**config.mk**
```make
export PLATFORM = sky130hd
export DESIGN_NAME = reg_wb_arbiter
export DESIGN_NICKNAME = d
export VERILOG_FILES = /design/src/rtl/reg_wb_arbiter.sv
export SDC_FILE = /design/constraint.sdc
export NUM_CORES = 1
export LEC_CHECK = 0
export ABC_AREA = 1
export BUFFER_PORTS_ARGS = -buffer_cell sky130_fd_sc_hd__buf_2
export CORE_MARGIN = 3
export CORE_UTILIZATION = 44
export DETAILED_ROUTE_END_ITERATION = 7
export PLACE_DENSITY_LB_ADDON = 0.12
export SLEW_MARGIN = 30
export SYNTH_ARGS = -nofsm -noshare
export SYNTH_HDL_FRONTEND = slang
export SYNTH_SLANG_ARGS = --single-unit
```
**constraint.sdc**
```tcl
create_clock -name clk -period 2.16 [get_ports clk]
set_input_delay 0.648 -clock clk [delete_from_list [all_inputs] [get_ports clk]]
set_output_delay 0.648 -clock clk [all_outputs]
set_load 0.05 [all_outputs]
```
**src/rtl/reg_wb_arbiter.sv**
```systemverilog
// Writeback arbiter sharing the register file write port between ALU (req0) and load (req1) results.
// Optional read-side forwarding of the pending write is enabled with `define WB_FWD_EN.
module reg_wb_arbiter #(
   parameter int N            = 5,
   parameter int M            = 32,
   parameter int STARVE_LIMIT = 4
) (
   input  logic         clk,
   input  logic         rst_n,
   input  logic         req0_valid,
   input  logic [N-1:0] req0_addr,
   input  logic [M-1:0] req0_data,
   output logic         req0_ready,
   input  logic         req1_valid,
   input  logic [N-1:0] req1_addr,
   input  logic [M-1:0] req1_data,
   output logic         req1_ready,
   input  logic         stall,
   output logic         wb_we,
   output logic [N-1:0] wb_addr,
   output logic [M-1:0] wb_data,
   output logic [1:0]   state
`ifdef WB_FWD_EN
   ,
   input  logic [N-1:0] rd_addr1,
   input  logic [N-1:0] rd_addr2,
   output logic         fwd1_hit,
   output logic         fwd2_hit,
   output logic [M-1:0] fwd_data
`endif
);

   typedef enum logic [1:0] {
      IDLE  = 2'd0,
      WRITE = 2'd1,
      STALL = 2'd2
   } state_t;

   localparam logic [3:0] LIMIT = 4'(STARVE_LIMIT);

   state_t     cur_state, nxt_state;
   logic [3:0] starve_cnt;
   logic       starved;
   logic       grant0, grant1;

   // Loads win by default; the ALU wins once it has been denied LIMIT cycles in a row.
   always_comb begin
      // NOTE: every combinational output gets a default first so no path leaves it unassigned (no latch).
      grant0  = 1'b0;
      grant1  = 1'b0;
      starved = (starve_cnt == LIMIT);
      if (rst_n && !stall) begin
         if (req0_valid && (!req1_valid || starved))
            grant0 = 1'b1;
         else if (req1_valid)
            grant1 = 1'b1;
      end
   end

   assign req0_ready = grant0;
   assign req1_ready = grant1;

   always_comb begin
      nxt_state = IDLE;
      if (stall)
         nxt_state = STALL;
      else if (grant0 || grant1)
         nxt_state = WRITE;
   end

   // NOTE: sequential state uses non-blocking assignments so all registers update from pre-edge values.
   always_ff @(posedge clk or negedge rst_n) begin
      if (!rst_n) begin
         cur_state  <= IDLE;
         starve_cnt <= '0;
         wb_we      <= 1'b0;
         wb_addr    <= '0;
         wb_data    <= '0;
      end else begin
         cur_state <= nxt_state;
         if (!stall) begin
            // Writes to register 0 are consumed but never reach the register file.
            if (grant0) begin
               wb_addr <= req0_addr;
               wb_data <= req0_data;
               wb_we   <= (req0_addr != '0);
            end else if (grant1) begin
               wb_addr <= req1_addr;
               wb_data <= req1_data;
               wb_we   <= (req1_addr != '0);
            end else begin
               wb_we   <= 1'b0;
            end

            if (!req0_valid || grant0)
               starve_cnt <= '0;
            else if (starve_cnt != LIMIT)
               starve_cnt <= starve_cnt + 4'd1;
         end
      end
   end

   assign state = cur_state;

`ifdef WB_FWD_EN
   // The registered write is not yet in the register file, so readers of that address take it from here.
   assign fwd1_hit = wb_we && (wb_addr == rd_addr1) && (rd_addr1 != '0);
   assign fwd2_hit = wb_we && (wb_addr == rd_addr2) && (rd_addr2 != '0);
   assign fwd_data = wb_data;
`endif

endmodule

```
; ---- Word level (Yosys, flattened, before mapping)
; Cells that the tools add are included.
[word_totals]
in_bits = 79
reg_bits = 44
word_cells = 38
[op_classes]
bitwise = 1
muxes = 15
n_eq_ne = 2
add_sub_neg = 1
n_reduce_logical = 14
[op_table]
columns = operator, n
row1 = 32-bit two-way mux, 2
row2 = 5-bit two-way mux, 2
row3 = 5-bit nonzero test, 2
row4 = 1-bit two-way mux, 8
row5 = 4-bit two-way mux, 2
row6 = 4-bit by 1-bit adder with 4-bit output (second input constant), 1
row7 = 4-bit by 3-bit == test with 1-bit output (second input constant), 1
row8 = 4-bit by 3-bit != test with 1-bit output (second input constant), 1
row9 = 2-bit AND reduction, 2
row10 = 2-bit nonzero test, 2
row11 = 1-bit zero test, 3
row12 = 1-bit logical OR, 3
row13 = 1-bit logical AND, 2
row14 = 2-bit two-way mux, 1
row15 = 1-bit inverter, 1

; ---- Depth between registers and ports, before layout
; Gate-level depths: netlist (run 1).
[depth]
depth_word = 8
depth_mapped = 11
depth_no_buf = 10

; ---- Worst setup path after synthesis (run 1)
; Ideal clock, no wire load.
[synth_timing]
path_kind = input to output
start = in stall
end = out req1_ready
cell_stages = 7
path_slack_ns = 0.076
arrival_ns = 1.436
t_required_ns = 1.512
cell_sequence = inv_2 -> nand2_1 -> inv_2 -> nand2_1 -> inv_1 -> nand2_1 -> inv_1
[synth_between]
elab_chain_cells = 3
[synth_rtl]
columns = element, line_no
row1 = start: declaration, 18  ; input logic stall,
row2 = 1-bit zero test, --
row3 = 1-bit logical AND, 52  ; if (rst_n && !stall) begin
row4 = 1-bit two-way mux, 52
row5 = end: declaration, 17  ; output logic req1_ready,
; No other way between the ends.

; ---- Final worst setup path (run 1)
[layout_timing]
start = reg starve_cnt[1]
end = out req1_ready
[layout_between]
elab_chain_cells = 5
[layout_rtl]
columns = element, line_no
row1 = start: declaration, 42  ; logic [3:0] starve_cnt;
row2 = start signal: assignment, 98  ; starve_cnt <= starve_cnt + 4'd1;
row3 = 4-bit by 3-bit == test with 1-bit output, 51  ; starved = (starve_cnt == LIMIT);
row4 = 1-bit logical OR, 53  ; if (req0_valid && (!req1_valid || starved))
row5 = 1-bit logical AND, 53
row6 = 1-bit two-way mux, 53
row7 = 1-bit two-way mux, 52
; No other way between the ends.

==> results by group, run 1 <==
Yosys
  – Post-synthesis mux area share: 0%
  – Post-Syn Area per Cell: 8.23 um^2
  – Simple-gate share of the synthesized area: 22.4%
  – Syn_nets: 335
  – Post-Synth Adder-Cell Area: 1.20%
  – Largest family of logic cells by synthesized area: simple AND/OR/NAND/NOR gates
  – Sequential element share of the synthesized area: 52.7%
  – Mapped cell area: 2090 um^2
  – Synth Area in Compound Gates: 17.0%
  – Synth Instances: 254
  – XOR/XNOR Fraction of Synth Area: 0.419%
  – Register bit total from synthesis: 44
  – Yosys warning count: 0
  – Cell variety after synth: 22

STA
  – Fmax: 489 MHz
  – Tcrit/Tclk final: 94.7%
  – Minimum clock period: 2.05 ns
  – Max-slew violation count: 0
  – Setup Viol. Count Final: 0
  – Setup ws final: 0.114 ns
  – Worst Skew: 0.00961 ns
  – Hold Fails Final Rpt: 0
  – Measured slew at the worst slew-check pin: 0.543 ns
  – Slew headroom: 63.8%

Worst setup path
  – Critical Path Slowest Stage Cell: dfrtp_1
  – Critical-path cell list: inv_2 > ha_4 > nand3_4 > nand2_4 > nand2_1 > nand2_1 > inv_1 > buf_6
  – CP Depth: 8
  – Critical path endpoint category: primary output
  – Crit path kind: reg2out
  – Worst Path Required: 1.51 ns
  – R2r setup slk: 0.56 ns
  – CP delay by family, top: flip-flops
  – Worst setup SP type: flip-flop
  – Crit path buf inv count: 3
  – CP most frequent cell: nand2_1
  – Crit path max fanout: 3
  – Data arrival, critical path: 1.40 ns
  – Reg2Reg Depth: 9
  – CP max stage delay: 0.39 ns

Pwr
  – Static Leakage: 1.45 nW
  – Max VDD drop: 0.377 mV
  – PwrDens: 860 nW/um^2
  – Total power: 2.47 mW

Die
  – Die Ht: 74.9 um
  – I/O Pins: 121
  – Core area: 4470 um^2
  – Chip Width: 74.9 um
  – Total die area: 5610 um^2
  – Initial Util: 46.7%
  – # rows: 24

Route
  – Drt via density: 5.09
  – Post-Route WL: 5670 um
  – Vias: 2193
  – Final ANT Viol Nets: 0
  – Drt wl/cell: 13.1 um
  – DR iter-0 viols: 137
  – Remaining DRCs: 0
  – Initial DRT Pass Iterations: 4

CTS
  – Root buffer cell: clkbuf_8
  – Htree depth: 2
  – CTS buffer count: 5
  – Max Root-Sink Buffers: 2
  – Clk slew on worst S/H paths: 0.08 ns
  – CTS hold repair buffers: 0
  – Clk sinks: 44
  – TritonCTS clock tree: yes
  – Clock latency on the worst-skew pair: 0.29 ns

Min path
  – Hold Path Class: in2async

GRT
  – First-pass GRT wire length: 9030 um
  – Vias in the first global route: 2048
  – GRT Resource Usage Total: 20.9%
  – Largest net degree at the start of global routing: 45
  – Remaining global-route overflow: 0
  – Antenna violations before repair: 0

Placed design
  – Port bufs: 120
  – Post-DP HPWL: 3970 um
  – Area after DPL: 2740 um^2
  – Final GP Congestion: 0.861
  – DP Cell Count: 421
  – Dpl ws: 0.0637 ns

Layout
  – Fillers: 416
  – ANT cells: 0
  – Net count, final: 459
  – Synth-to-Final Area Change: 37.6%
  – Fin cells: 431
  – Most frequent cells in the layout: buf_2 (118), nand2_1 (55), dfrtp_1 (44), nor2_1 (39), o21ai_0 (32)
  – Share of cells above drive strength 1: 39.6%
  – Commonest non-fill, non-tap cell in the layout: buf_2
  – Fin util: 64.3%
  – Design area: 2880 um^2
  – FF+latch area: 1100 um^2
  – Multi-input logic area: 875 um^2

Flow run
  – MaxCap Viol Count: 0

Outcome
  – Outcome: completed
cells in the mapped netlist (all sizes together):
library cell  count  area share [%]
nand2            56              10
dfrtp            44              53
nor2             39             7.0
o21ai            32             7.7
a21oi            30             7.2
inv              11             2.0
buf              10             3.4
nor3              7             1.7
o22ai             6             1.8
clkbuf            5            0.96
nand3             5             2.0
nand4             5             1.5
ha                2             1.2
a21boi            1            0.36
xor2              1            0.42
cells by family (layout without fill, tap and decap cells):
group,after synthesis,count (layout)
AOI/OAI and AO/OA,69,69
xor gates and xnor gates,1,1
adders and majority gates,2,2
buffers and inverters,26,151
and+or+nand+nor,112,112
DFF,44,44
through the flow:
step	hold slack, ns	TNS [ns]
floorplan	0.352	0
global placement	0.460	0
detailed placement	0.471	0
CTS	0.484	0
global route	0.515	-0.000903
finish	0.452	0
layout make-up:
| class | count | area share [%] |
|---|---|---|
| clock buffer | 7 | 3.00 |
| clock inverter | 1 | 0.261 |
| inverter | 11 | 1.44 |
| multi-input combinational | 184 | 30.4 |
| sequential | 44 | 38.3 |
| tap | 52 | 2.26 |
| timing repair buffer | 132 | 24.3 |
registers in the layout, summed over array words and instances (netlist names):
name and flops:
state 2, starve_cnt 4, wb_data 32, wb_addr 5, wb_we 1
layer usage:
| metal | vias to the layer above | part of all wire [%] | GRT usage (%) |
|---|---|---|---|
| met4 | 0 | 2.2 | 7.51 |
| met5 | - | 0 | 0 |
| met1 | 1004 | 43 | 26.4 |
| li1 | 1088 | - | - |
| met2 | 89 | 47 | 35.2 |
| met3 | 12 | 7.3 | 4.81 |
power breakdown:
group / switching (mW) / internal, mW / total [mW]
sequential: 0.0676 / 0.954 / 1.02
combinational: 0.681 / 0.245 / 0.926
clock: 0.266 / 0.260 / 0.526
timing repair:
| item | 4_1_cts | 5_1_grt |
|---|---|---|
| setup endpoints to repair | 2 | 2 |
| endpoints found under the hold margin | 0 | 0 |
| pin swaps | 0 | 2 |
| buffers inserted | 1 | 1 |
| gates resized for setup | 5 | 3 |
path summary, 6_finish.rpt:
check                                     endpoint                      start
min                         wb_data[2]$_DFFE_PN0P_                      rst_n
max in group asynchronous   wb_data[1]$_DFFE_PN0P_                      rst_n
min reg2reg                 wb_addr[0]$_DFFE_PN0P_     wb_addr[0]$_DFFE_PN0P_
min in group clk            wb_addr[0]$_DFFE_PN0P_     wb_addr[0]$_DFFE_PN0P_
max                                     req1_ready  starve_cnt[1]$_DFFE_PN0P_
max reg2reg                wb_data[22]$_DFFE_PN0P_  starve_cnt[1]$_DFFE_PN0P_
No activity file was read; power rests on OpenSTA's default activity.
==> run 2: changes to the inputs <==
--- a/config.mk
+++ b/config.mk
@@ -7,6 +7,7 @@
 export LEC_CHECK = 0
 export ABC_AREA = 1
 export BUFFER_PORTS_ARGS = -buffer_cell sky130_fd_sc_hd__buf_2
+export CORE_ASPECT_RATIO = 0.8
 export CORE_MARGIN = 3
 export CORE_UTILIZATION = 44
 export DETAILED_ROUTE_END_ITERATION = 7
==> run 2 against run 1 <==
Compared with the run above:
- utilization is 1.7 points higher
- hold slack worse by 0.0028 ns
- final area is 0.65% higher
- clock power is 2% lower
- first-iteration DRC count is 18% lower
- flip-flop and latch count stayed put
- power is 0.33% lower
- global-route usage is 0.34 points higher
- via count is 0.59% lower
==> results by group, run 2 (synthesis gave the netlist of run 1 again) <==
Worst setup path
  – CP max stage delay: 0.41 ns
  – Crit path max fanout: 5
  – Crit path kind: reg2out
  – Worst setup SP type: flip-flop
  – Critical path endpoint category: primary output
  – Critical-path cell list: inv_2 > ha_4 > nand3_4 > nand2_4 > nand2_1 > nand2_1 > inv_1 > buf_6
  – Data arrival, critical path: 1.43 ns
  – Critical Path Slowest Stage Cell: dfrtp_1
  – CP most frequent cell: nand2_1
  – Worst Path Required: 1.51 ns

CTS
  – Htree depth: 2
  – Clk sinks: 44
  – TritonCTS clock tree: yes
  – Max Root-Sink Buffers: 2
  – CTS buffer count: 5
  – Root buffer cell: clkbuf_8
  – Clk slew on worst S/H paths: 0.08 ns
  – Clock latency on the worst-skew pair: 0.29 ns

Layout
  – Max FFs per register: 32
  – Synth-to-Final Area Change: 38.5%
  – Commonest non-fill, non-tap cell in the layout: buf_2
  – Fin cells: 436
  – Fillers: 393
  – Share of cells above drive strength 1: 39.1%
  – Design area: 2890 um^2
  – Net count, final: 459
  – Biggest regs: wb_data (32), wb_addr (5), starve_cnt (4)
  – ANT cells: 0
  – Most frequent cells in the layout: buf_2 (118), nand2_1 (55), dfrtp_1 (44), nor2_1 (39), o21ai_0 (32)
  – Largest Register: wb_data

GRT
  – Antenna violations before repair: 0
  – Remaining global-route overflow: 0
  – GRT met3 Usage: 8.90%
  – Met1 Usage GRT: 26.6%
  – GRT Resource Usage Total: 21.3%
  – Largest net degree at the start of global routing: 45
  – Vias in the first global route: 2095
  – Grt peak-use layer: met2
  – GR Util met2: 34.9%
  – First-pass GRT wire length: 9580 um

Route
  – Post-Route WL: 5790 um
  – Vias: 2180
  – Remaining DRCs: 0
  – Initial DRT Pass Iterations: 4
  – Drt wl/cell: 13.3 um
  – DR iter-0 viols: 113
  – Final ANT Viol Nets: 0
  – Drt via density: 5.00

STA
  – Measured slew at the worst slew-check pin: 0.541 ns
  – Max-slew violation count: 0
  – Hold Fails Final Rpt: 0
  – Final setup TNS: 0 ns
  – Slew headroom: 63.9%
  – Fmax: 481 MHz
  – Minimum clock period: 2.08 ns
  – Tcrit/Tclk final: 96.3%
  – Setup Viol. Count Final: 0
  – Smallest hold slack: 0.449 ns
  – Worst Skew: 0.00548 ns

Die
  – Core area: 4390 um^2
  – Die Ht: 67.6 um
  – Initial Util: 47.6%
  – Chip Width: 83.0 um
  – Total die area: 5620 um^2
  – I/O Pins: 121
  – # rows: 21

Pwr
  – Internal power: 1.46 mW
  – Sw Ratio: 40.7%
  – Combinational Power Share: 37.6%
  – Static Leakage: 1.46 nW
  – Clock Power Share: 20.9%
  – Max VDD drop: 0.588 mV
  – PwrDens: 852 nW/um^2
  – Sw power: 1.00 mW
  – Part of the power in registers: 41.5%

Min path
  – Hold Path Class: in2async

Placed design
  – Final GP Congestion: 0.816
  – DP Cell Count: 423
  – Port bufs: 120
  – Post-DP HPWL: 4010 um
  – Area after DPL: 2740 um^2

Outcome
  – Outcome: completed

Flow run
  – MaxCap Viol Count: 0
run 2: cell types whose count changed in the layout (fill, tap and decap cells not counted), sizes merged:
cell / previous run / this run
clkinvlp: 1 / 0
clkbuf: 7 / 8
run 2: worst paths after layout:
path / start / end / slack (ns) / cells after the start
setup reg to reg: starve_cnt[0]$_DFFE_PN0P_ / wb_data[8]$_DFFE_PN0P_ / 0.49 / 9
min in group clk: wb_addr[0]$_DFFE_PN0P_ / wb_addr[0]$_DFFE_PN0P_ / 0.49 / 2
setup / recovery: starve_cnt[0]$_DFFE_PN0P_ / req1_ready / 0.08 / 8
hold / removal: rst_n / wb_data[3]$_DFFE_PN0P_ / 0.45 / 2
max in group asynchronous: rst_n / wb_data[11]$_DFFE_PN0P_ / 1.34 / 2
hold reg to reg: wb_addr[0]$_DFFE_PN0P_ / wb_addr[0]$_DFFE_PN0P_ / 0.49 / 2
run 2: layout make-up:
class	instances	area, um^2	share of cell area, %
sequential	44	1100	38.0
tap	57	71.3	2.46
timing repair buffer	132	716	24.7
multi-input combinational	184	875	30.2
clock buffer	8	90.1	3.11
inverter	11	41.3	1.43
run 2: power by group through the flow:
stage	Clock, mW	Sequential [mW]	Combinational (mW)
after floorplan	0	1.49	0.187
after global placement	0	1.04	0.901
after detailed placement	0	1.04	0.909
after CTS	0.532	1.02	0.925
after global routing	0.577	1.04	0.994
final	0.515	1.02	0.927
run 2: through the flow:
stage / utilization [%] / power, mW / worst slack [ns]
2_1_floorplan: - / 1.67 / 0.0762
3_3_place_gp: 62.4 / 1.94 / 0.0889
3_5_place_dp: 62.4 / 1.95 / 0.0632
4_1_cts: 65.2 / 2.48 / 0.00410
5_1_grt: 66.0 / 2.61 / -0.0104
6_report: 66.0 / 2.47 / 0.0791
run 2: what timing repair did:
| action | in CTS | in global routing |
|---|---|---|
| hold buffers | 0 | 0 |
| resized for setup | 6 | 2 |
| setup buffers | 2 | 3 |
| pin swaps | 1 | 1 |
| endpoints found under the setup margin | 2 | 2 |
run 2: layer usage:
| layer | wire length [um] | part of all wire [%] | up-vias |
|---|---|---|---|
| met5 | 0 | 0 | - |
| met4 | 43 | 0.74 | 0 |
| met3 | 581 | 10 | 4 |
| met1 | 2520 | 44 | 989 |
| li1 | - | - | 1091 |
| met2 | 2640 | 46 | 96 |
run 2: worst max-delay path: cells and delay by family (launching register included):
kind,cells,cell delay (ns)
adders and majority gates,1,0.13
buffers and inverters,3,0.30
DFF,1,0.41
and+or+nand+nor,4,0.30
